==> config.mk <==
export PLATFORM = sky130hd
export DESIGN_NAME = acc_mc_flat
export DESIGN_NICKNAME = d
export VERILOG_FILES = /design/src/rtl/fir_filter_pkg.sv /design/src/rtl/acc_mc_if.sv /design/src/rtl/acc_round_sat.sv /design/src/rtl/acc_mc.sv /design/src/flat_wrapper.sv
export SDC_FILE = /design/constraint.sdc
export NUM_CORES = 1
export LEC_CHECK = 0
export BUFFER_PORTS_ARGS = -buffer_cell sky130_fd_sc_hd__buf_2
export CAP_MARGIN = 15
export CORE_MARGIN = 2
export CORE_UTILIZATION = 60
export DETAILED_ROUTE_END_ITERATION = 8
export GPL_TIMING_DRIVEN = 0
export PLACE_DENSITY = 0.83
export RECOVER_POWER = 25
export SYNTH_ARGS = -nofsm -noshare
export SYNTH_HDL_FRONTEND = slang
export SYNTH_SLANG_ARGS = --single-unit
==> constraint.sdc <==
create_clock -name clk -period 9.6 [get_ports clk]
set_clock_uncertainty 0.1 [all_clocks]
set_input_delay 1.92 -clock clk [delete_from_list [all_inputs] [get_ports clk]]
set_output_delay 1.92 -clock clk [all_outputs]
set_load 0.01 [all_outputs]
==> src/rtl/fir_filter_pkg.sv <==
// Shared types and default constants for the multi-channel MAC accumulator (acc_mc).
// Build option ACC_MC_SAT_EN selects saturating accumulators with sticky overflow flags.
package fir_filter_pkg;

  typedef enum logic [1:0] {
    MAC_NOP  = 2'd0,
    MAC_LOAD = 2'd1,
    MAC_ACC  = 2'd2,
    MAC_CLR  = 2'd3
  } mac_op_t;

  localparam int NCH       = 4;
  localparam int DW_DEF    = 16;
  localparam int CW_DEF    = 16;
  localparam int ACCBITS   = 40;
  localparam int OW_DEF    = 16;
  localparam int SHIFT_DEF = 15;

  // Channel index width; a single channel still needs a 1-bit field.
  function automatic int ch_bits(input int n);
    return (n > 1) ? $clog2(n) : 1;
  endfunction

endpackage

==> src/rtl/acc_mc_if.sv <==
// Transaction and result bus of acc_mc: the master issues MAC ops, the slave returns dump results.
interface acc_mc_if
  import fir_filter_pkg::*;
#(
  parameter int CHW = 2,
  parameter int DW  = DW_DEF,
  parameter int CW  = CW_DEF,
  parameter int OW  = OW_DEF
);

  logic                  in_valid;
  mac_op_t               ctrl_in;
  logic [CHW-1:0]        ch_in;
  logic signed [DW-1:0]  a_in;
  logic signed [CW-1:0]  b_in;
  logic                  dump_in;

  logic                  out_valid;
  logic [CHW-1:0]        out_ch;
  logic signed [OW-1:0]  out_data;
  logic                  ovf_out;

  modport master (
    output in_valid, ctrl_in, ch_in, a_in, b_in, dump_in,
    input  out_valid, out_ch, out_data, ovf_out
  );

  modport slave (
    input  in_valid, ctrl_in, ch_in, a_in, b_in, dump_in,
    output out_valid, out_ch, out_data, ovf_out
  );

endinterface

==> src/rtl/acc_round_sat.sv <==
// Round-half-up arithmetic right shift of an accumulator value, saturated to the OW-bit output range.
module acc_round_sat #(
  parameter int ACCW  = 40,
  parameter int OW    = 16,
  parameter int SHIFT = 15
) (
  input  logic signed [ACCW-1:0] acc,
  output logic signed [OW-1:0]   q
);

  // One guard bit keeps the rounding add from overflowing at the positive limit.
  localparam int XW = ACCW + 1;

  // (1 << SHIFT) >> 1 is 2^(SHIFT-1), and collapses to 0 when SHIFT is 0.
  localparam logic signed [XW-1:0] RND   = (XW'(1) << SHIFT) >> 1;
  localparam logic signed [XW-1:0] OUT_MAX = (XW'(1) << (OW - 1)) - XW'(1);
  localparam logic signed [XW-1:0] OUT_MIN = -(XW'(1) << (OW - 1));

  logic signed [XW-1:0] ext;
  logic signed [XW-1:0] rnd;
  logic signed [XW-1:0] shr;

  always_comb begin
    ext = {acc[ACCW-1], acc};
    rnd = ext + RND;
    shr = rnd >>> SHIFT;
    if (shr > OUT_MAX) begin
      q = OUT_MAX[OW-1:0];
    end else if (shr < OUT_MIN) begin
      q = OUT_MIN[OW-1:0];
    end else begin
      q = shr[OW-1:0];
    end
  end

endmodule

==> src/rtl/acc_mc.sv <==
// Multi-channel pipelined multiply-accumulate: stage 1 multiplies, stage 2 updates acc[ch] and dumps.
// Define ACC_MC_SAT_EN for saturating accumulators with sticky per-channel overflow flags.
module acc_mc
  import fir_filter_pkg::*;
#(
  parameter int NCH   = fir_filter_pkg::NCH,
  parameter int DW    = DW_DEF,
  parameter int CW    = CW_DEF,
  parameter int ACCW  = ACCBITS,
  parameter int OW    = OW_DEF,
  parameter int SHIFT = SHIFT_DEF
) (
  input  logic     clk,
  input  logic     rst,
  acc_mc_if.slave  bus
);

  localparam int CHW  = ch_bits(NCH);
  localparam int CHW1 = CHW + 1;
  localparam int PW   = DW + CW;

  // ---------------- stage 1: multiply and register the op ----------------
  logic                 ch_ok;
  logic                 s1_valid;
  mac_op_t              s1_op;
  logic [CHW-1:0]       s1_ch;
  logic                 s1_dump;
  logic signed [PW-1:0] s1_p;

  // One extra bit lets non-power-of-two NCH reject the unused channel codes.
  assign ch_ok = {1'b0, bus.ch_in} < CHW1'(NCH);

  // NOTE: clocked state is always written with <= so every register samples pre-edge values.
  always_ff @(posedge clk) begin
    if (rst) begin
      s1_valid <= 1'b0;
      s1_op    <= MAC_NOP;
      s1_ch    <= '0;
      s1_dump  <= 1'b0;
      s1_p     <= '0;
    end else begin
      s1_valid <= bus.in_valid && ch_ok;
      if (bus.in_valid) begin
        s1_op   <= bus.ctrl_in;
        s1_ch   <= bus.ch_in;
        s1_dump <= bus.dump_in;
        s1_p    <= bus.a_in * bus.b_in;
      end
    end
  end

  // ---------------- stage 2: read-modify-write of acc[ch] ----------------
  logic signed [ACCW-1:0] acc [NCH];
  logic signed [ACCW-1:0] cur;
  logic signed [ACCW-1:0] p_ext;
  logic signed [ACCW-1:0] sum;
  logic signed [ACCW-1:0] new_acc;
  logic                   new_ovf;
  logic signed [OW-1:0]   rs_q;

`ifdef ACC_MC_SAT_EN
  localparam logic signed [ACCW-1:0] ACC_MAX = {1'b0, {(ACCW-1){1'b1}}};
  localparam logic signed [ACCW-1:0] ACC_MIN = {1'b1, {(ACCW-1){1'b0}}};

  logic [NCH-1:0] ovf;
  logic           cur_ovf;
  logic           add_ovf;

  assign cur_ovf = ovf[s1_ch];
  // Signed overflow: both operands share a sign that the sum does not.
  assign add_ovf = (cur[ACCW-1] == p_ext[ACCW-1]) && (sum[ACCW-1] != cur[ACCW-1]);
`endif

  assign cur   = acc[s1_ch];
  assign p_ext = ACCW'(s1_p);
  assign sum   = cur + p_ext;

  // NOTE: every always_comb output gets a default first, so no path can infer a latch.
  always_comb begin
    new_acc = cur;
    new_ovf = 1'b0;
`ifdef ACC_MC_SAT_EN
    new_ovf = cur_ovf;
`endif
    case (s1_op)
      MAC_NOP: begin
        new_acc = cur;
      end
      MAC_LOAD: begin
        new_acc = p_ext;
        new_ovf = 1'b0;
      end
      MAC_ACC: begin
`ifdef ACC_MC_SAT_EN
        if (add_ovf) begin
          new_acc = cur[ACCW-1] ? ACC_MIN : ACC_MAX;
          new_ovf = 1'b1;
        end else begin
          new_acc = sum;
        end
`else
        new_acc = sum;
`endif
      end
      MAC_CLR: begin
        new_acc = '0;
        new_ovf = 1'b0;
      end
      default: begin
        new_acc = cur;
      end
    endcase
  end

  // NOTE: the accumulator array is reset in full because a reset must clear every channel's history.
  always_ff @(posedge clk) begin
    if (rst) begin
      for (int i = 0; i < NCH; i++) begin
        acc[i] <= '0;
      end
    end else if (s1_valid) begin
      acc[s1_ch] <= new_acc;
    end
  end

`ifdef ACC_MC_SAT_EN
  always_ff @(posedge clk) begin
    if (rst) begin
      ovf <= '0;
    end else if (s1_valid) begin
      ovf[s1_ch] <= new_ovf;
    end
  end
`endif

  acc_round_sat #(
    .ACCW  (ACCW),
    .OW    (OW),
    .SHIFT (SHIFT)
  ) u_round_sat (
    .acc (new_acc),
    .q   (rs_q)
  );

  // ---------------- result register ----------------
  logic                 out_valid_q;
  logic [CHW-1:0]       out_ch_q;
  logic signed [OW-1:0] out_data_q;
  logic                 ovf_out_q;

  always_ff @(posedge clk) begin
    if (rst) begin
      out_valid_q <= 1'b0;
      out_ch_q    <= '0;
      out_data_q  <= '0;
      ovf_out_q   <= 1'b0;
    end else begin
      out_valid_q <= s1_valid && s1_dump;
      if (s1_valid && s1_dump) begin
        out_ch_q   <= s1_ch;
        out_data_q <= rs_q;
        ovf_out_q  <= new_ovf;
      end
    end
  end

  assign bus.out_valid = out_valid_q;
  assign bus.out_ch    = out_ch_q;
  assign bus.out_data  = out_data_q;
`ifdef ACC_MC_SAT_EN
  assign bus.ovf_out   = ovf_out_q;
`else
  // Without saturation there is no overflow state to report.
  assign bus.ovf_out   = 1'b0;
`endif

endmodule

==> src/flat_wrapper.sv <==
// flat-port wrapper written by rule: the top's interface ports become plain ports
module acc_mc_flat import fir_filter_pkg::*;
#(
  parameter int NCH   = fir_filter_pkg::NCH,
  parameter int DW    = DW_DEF,
  parameter int CW    = CW_DEF,
  parameter int ACCW  = ACCBITS,
  parameter int OW    = OW_DEF,
  parameter int SHIFT = SHIFT_DEF
)
  (clk, rst, bus_in_valid, bus_ctrl_in, bus_ch_in, bus_a_in, bus_b_in, bus_dump_in, bus_out_valid, bus_out_ch, bus_out_data, bus_ovf_out);
  acc_mc_if #(.CHW(2), .DW(DW), .CW(CW), .OW(OW)) bus_i ();
  input  logic clk;
  input  logic rst;
  input wire logic [$bits(bus_i.in_valid)-1:0] bus_in_valid;
  input wire logic [$bits(bus_i.ctrl_in)-1:0] bus_ctrl_in;
  input wire logic [$bits(bus_i.ch_in)-1:0] bus_ch_in;
  input wire logic [$bits(bus_i.a_in)-1:0] bus_a_in;
  input wire logic [$bits(bus_i.b_in)-1:0] bus_b_in;
  input wire logic [$bits(bus_i.dump_in)-1:0] bus_dump_in;
  output wire logic [$bits(bus_i.out_valid)-1:0] bus_out_valid;
  output wire logic [$bits(bus_i.out_ch)-1:0] bus_out_ch;
  output wire logic [$bits(bus_i.out_data)-1:0] bus_out_data;
  output wire logic [$bits(bus_i.ovf_out)-1:0] bus_ovf_out;
  assign bus_i.in_valid = bus_in_valid;
  assign bus_i.ctrl_in = bus_ctrl_in;
  assign bus_i.ch_in = bus_ch_in;
  assign bus_i.a_in = bus_a_in;
  assign bus_i.b_in = bus_b_in;
  assign bus_i.dump_in = bus_dump_in;
  assign bus_out_valid = bus_i.out_valid;
  assign bus_out_ch = bus_i.out_ch;
  assign bus_out_data = bus_i.out_data;
  assign bus_ovf_out = bus_i.ovf_out;
  acc_mc #(.NCH(NCH), .DW(DW), .CW(CW), .ACCW(ACCW), .OW(OW), .SHIFT(SHIFT)) u_core (.clk(clk), .rst(rst), .bus(bus_i));
endmodule
# Word-level counts from Yosys, hierarchy flattened
# Memory sizes are Yosys's and may differ from the RTL's. A register that Yosys moved wholly into a read port is not among the register bits.
# Cells that the tools add are included.
# op_classes
n_addsub,2
n_mul,1
order_cmp,2
n_eq_ne,3
mux,13
reduce_logical,3
# op_table
cell,n
$pmux W40 S4,1
$add A40 B16 Y41 const B,1
$add A40 B32 Y40,1
$mux W40,1
$reduce_or A40 Y1,1
$mul A16 B16 Y32,1
$mux W16,2
$gt A26 B16 Y1 const B,1
$lt A26 B16 Y1 const B,1
$mux W1,6
$mux W2,3
$eq A2 B2 Y1 const B,2
$eq A2 B1 Y1 const B,1
$logic_not A2 Y1,1
$logic_and A1 B1 Y1,1
# word_totals
register_bits,57
mem_bits_rw,160
inputBits,40
output_inout_bits,20
wordCells,33
n_memories,1
# mem_list
memory,depth,word_bits,read_ports,rd_ports_with_merged_regs,wr,line,rtl
u_core.acc,4,40,1,1,4,acc_mc.sv:53,logic signed [ACCW-1:0] acc [NCH];

# Logic depth before layout (Yosys ltp)
# logic_depth
depth_word,6
mapped_depth,26

# By module
# Synthesis repeated with hierarchy kept, for this count alone.
# hier_totals
cells_unflattened,2362
hier_area_um2,22619.2
# by_module_without_submodules
module,n_inst,cells_each,area_each_um2,seq_area_each_um2
acc_mc,1,2234,21759.6,5985.7
acc_round_sat,1,128,859.6,0.0

# Worst setup path after synthesis
# Ideal clock, no wire load.
# synth_path
kind,input -> register
start,input bus_a_in[5]
end,register u_core.s1_p[30]
arrival_time_ps,8104
required_ps,9405
setup_slack_ps,1301
stages,22
path_buffers,1
path_cell_list,clkbuf_1 > nand2_1 > fa_1 > inv_1 > fa_1 > inv_1 > fa_1 > fa_1 > inv_1 > fa_1 > fa_1 > ha_1 > nand3_1 > o21ai_1 > o41a_1 > a311oi_1 > o211ai_1 > a31oi_1 > o21ai_1 > a2111oi_0 > nor3_1 > o311ai_1
# synth_via
elab_chain_cells,1
# synth_lines
element,line,rtl
"start, declared",flat_wrapper.sv:18,input wire logic [$bits(bus_i.a_in)-1:0] bus_a_in;
$mul A16 B16 Y32,acc_mc.sv:47,s1_p <= bus.a_in * bus.b_in;
"end signal, assigned",acc_mc.sv:47,
"end, declared",acc_mc.sv:28,logic signed [PW-1:0] s1_p;
# Every way passes these cells.
# A chain may end at the register's enable or synchronous reset.

# Worst setup path in the final report
# Ends and elaborated chain as after synthesis.

==> results.cfg <==
[status]
status = finished, violations left
violations = max-capacitance violations, max-slew violations

[critical_path]
reg2regPathDepth = 24
crit_chain = buf_2 > clkbuf_1 > nand2_1 > fa_1 > inv_1 > fa_1 > inv_1 > fa_1 > fa_1 > inv_1 > fa_1 > fa_1 > ha_1 > nand3_1 > o21ai_1 > o41a_1 > a311oi_1 > o211ai_1 > a31oi_1 > o21ai_1 > a2111oi_0 > nor3_1 > o311ai_1
worst_path_most_repeated_cell = fa_1
critPathKind = in -> reg
end_kind = flop
crit-reg2reg-capture = u_core.bus.out_data[11]
crit_arrival_ns = 9.34
crit_slowest_cell = a311oi_1
cp.required_ns = 9.91
critPathLaunchType = input port
rrSetupSlack_ns = 1.74
critPathMaxFanout = 10
slowest_delay_ns = 0.58

[die]
ios = 60
die_area_mm2 = 0.0386
start_util_pct = 60.8
core_area_mm2 = 0.0365
die_x_um = 196
die_h_um = 196
fp-row-count = 70

[pwr]
power_density_mw_per_mm2 = 366
peakVddDrop_uv = 268
p_leak_nw = 10.4

[clock_network]
clockRootBuffer = clkbuf_16
cts_sinks = 219
htree_levels = 1
post_cts_buffers = 0
cts_tree = done
clkTransAtPathRegs_ns = 0.07
cts_resized = 0
clkLatencyLatePin_ns = 0.53
hold_buffers = 0
cts.path.max_buffers = 3
numCtsBuffers = 21

[worst_hold_path]
whs_path_depth = 2
holdPathEnd = u_core.bus.out_ch[1]
hold_class = reg -> reg
hp-start = u_core.bus.out_ch[1]

[layout]
seqCellArea_mm2 = 0.00599
drive_gt1_share_pct = 7.10
area_growth_pct = 7.17
postLayoutCoreUtil_pct = 65.2
final_nets = 2748
multiInputGateArea_mm2 = 0.0147
instances_no_fill = 2806
antennaDiodeCount = 0
final.fill_count = 2893

[sta]
min_period_ns = 9.03
fmax_ghz = 0.111
tightest_slew_ns = 1.88
relSlewSlack_pct = -25.5
hold_viol = 0
rsz0062_at_grt = no
fin_crit_sh_pct = 94.0
drv_slew = 26
finalSetupTns_ns = 0
setup_violations = 0

[drt]
drtIter0Drc = 1336
drc = 0
first_pass_iters = 6
drtAntennaViolNets = 0
routed_via_density = 6.05
drt-wirelength-per-cell_um = 20.9
wl_um = 58700
num_vias = 17000

[global_routing]
grt_pass1_vias = 17900
grt_max_degree = 30
grt.total_usage_pct = 31.9
grt.overflow.total = 0
grt_pass1_wl_um = 95600
antenna_found_initial = 0

[synth]
synth_fp_nets = 2664
ys_types = 90
yosysSeqAreaShare_pct = 27.0
synth_flop_cell = edfxtp_1
yosys.area.top_type = fa_1
synth_top_area_share_pct = 23.7
yosysWarnings = 0
synthCells = 2239
synth_edf_count = 160
synthArstFlopShare_pct = 0
synth_top_cells_by_count = 286 x nor2_1, 284 x inv_1, 263 x fa_1, 216 x nand2_1, 160 x edfxtp_1
ys_ff_latch = 219
mappedNetlistArea_mm2 = 0.0222
yosysMostFrequentCell = nor2_1
yosys-top-cells-area = fa_1 24%, edfxtp_1 22%, ha_1 6.9%, dfxtp_1 5.3%, nor2_1 4.8%
syn_avg_cell_area_um2 = 9.92

[placement]
dp.cells = 2768
io_buffer_count = 57
place.gp.congestion = 0.977
dp_hpwl_um = 46400

[flow_run]
maxCapViolCount = 1
per-stage QoR:
stage          total power, mW  setup slack [ns]  cell area, µm²  hold WS, ns
5_1_grt                   9.66            0.0507           23800        0.405
6_report                  8.70             0.575           23800        0.368
3_3_place_gp              7.56             0.181           23100        0.344
2_1_floorplan             6.39              1.30           22200        0.358
4_1_cts                   8.67             0.661           23900        0.366
3_5_place_dp              7.73             0.193           23200        0.354
sequential cells by signal, summed over array words and instances, names as in the netlist, named ones only:
| signal | cells |
|---|---|
| u_core.acc | 160 |
| u_core.s1_p | 32 |
| u_core.bus.out_data | 16 |
| u_core.bus.out_ch | 2 |
| u_core.s1_ch | 2 |
| u_core.s1_op | 2 |
| u_core.bus.out_valid | 1 |
| u_core.s1_dump | 1 |
| u_core.s1_valid | 1 |
cell usage in the layout, fill, tap and decap left out, types with 30 or more instances in the layout:
cell type	instances
buf_2	43
ha_1	122
fa_1	263
inv_1	284
a21oi_1	98
dfxtp_1	59
xnor2_1	40
mux2i_1	62
clkbuf_1	112
and2_1	111
nor2_1	286
mux4_2	40
nand2_1	215
a21o_1	32
edfxtp_1	160
o21ai_0	30
how the worst max path moves through the flow:
stage                startpoint              end  slack [ns]
floorplan           bus_a_in[5]  u_core.s1_p[30]        1.30
global placement    bus_a_in[5]  u_core.s1_p[30]        0.18
detailed placement  bus_a_in[5]  u_core.s1_p[30]        0.19
CTS                 bus_a_in[5]  u_core.s1_p[30]        0.66
global route        bus_a_in[5]  u_core.s1_p[30]        0.05
finish              bus_a_in[5]  u_core.s1_p[30]        0.57
cell families after synthesis:
group / share of synthesized area (%)
AO/OA/AOI/OAI: 9.93
XOR/XNOR: 2.41
adder cells (fa/ha/maj): 30.6
buffers and inverters: 6.76
flip-flops: 27.0
multiplexers: 6.95
other: 0.0169
AND/OR/NAND/NOR: 16.4
worst max-delay path, delay by kind of cell:
kind | cells | cell delay (ns)
buffers and inverters | 5 | 0.87
adders and majority gates | 7 | 3.46
AOI/OAI and AO/OA | 8 | 2.65
and+or+nand+nor | 3 | 0.40
power breakdown:
group          leakage, nW  internal [mW]  switching, mW
logic                 7.90           2.91           3.77
registers             2.14           1.12         0.0607
clock network        0.339          0.475          0.361
total                 10.4           4.51           4.20
layer usage:
layer  vias to the layer above  wire [µm]  GRT usage (%)
met1                      8457      23000           41.0
met3                       146       4030           3.17
met4                         0       2430           12.3
met5                         -          0              0
met2                       722      29300           56.0
li1                       7643          -              -
area by class of cell:
class | instances | share of cell area [%]
Buffer | 104 | 1.82
Timing Repair Buffer | 61 | 1.36
Clock inverter | 11 | 0.484
Sequential cell | 219 | 25.1
Clock buffer | 27 | 2.39
Tap cell | 468 | 2.46
Inverter | 284 | 4.48
Multi-Input combinational cell | 1632 | 61.9
Note: power is estimated with default switching activity, not from simulation.
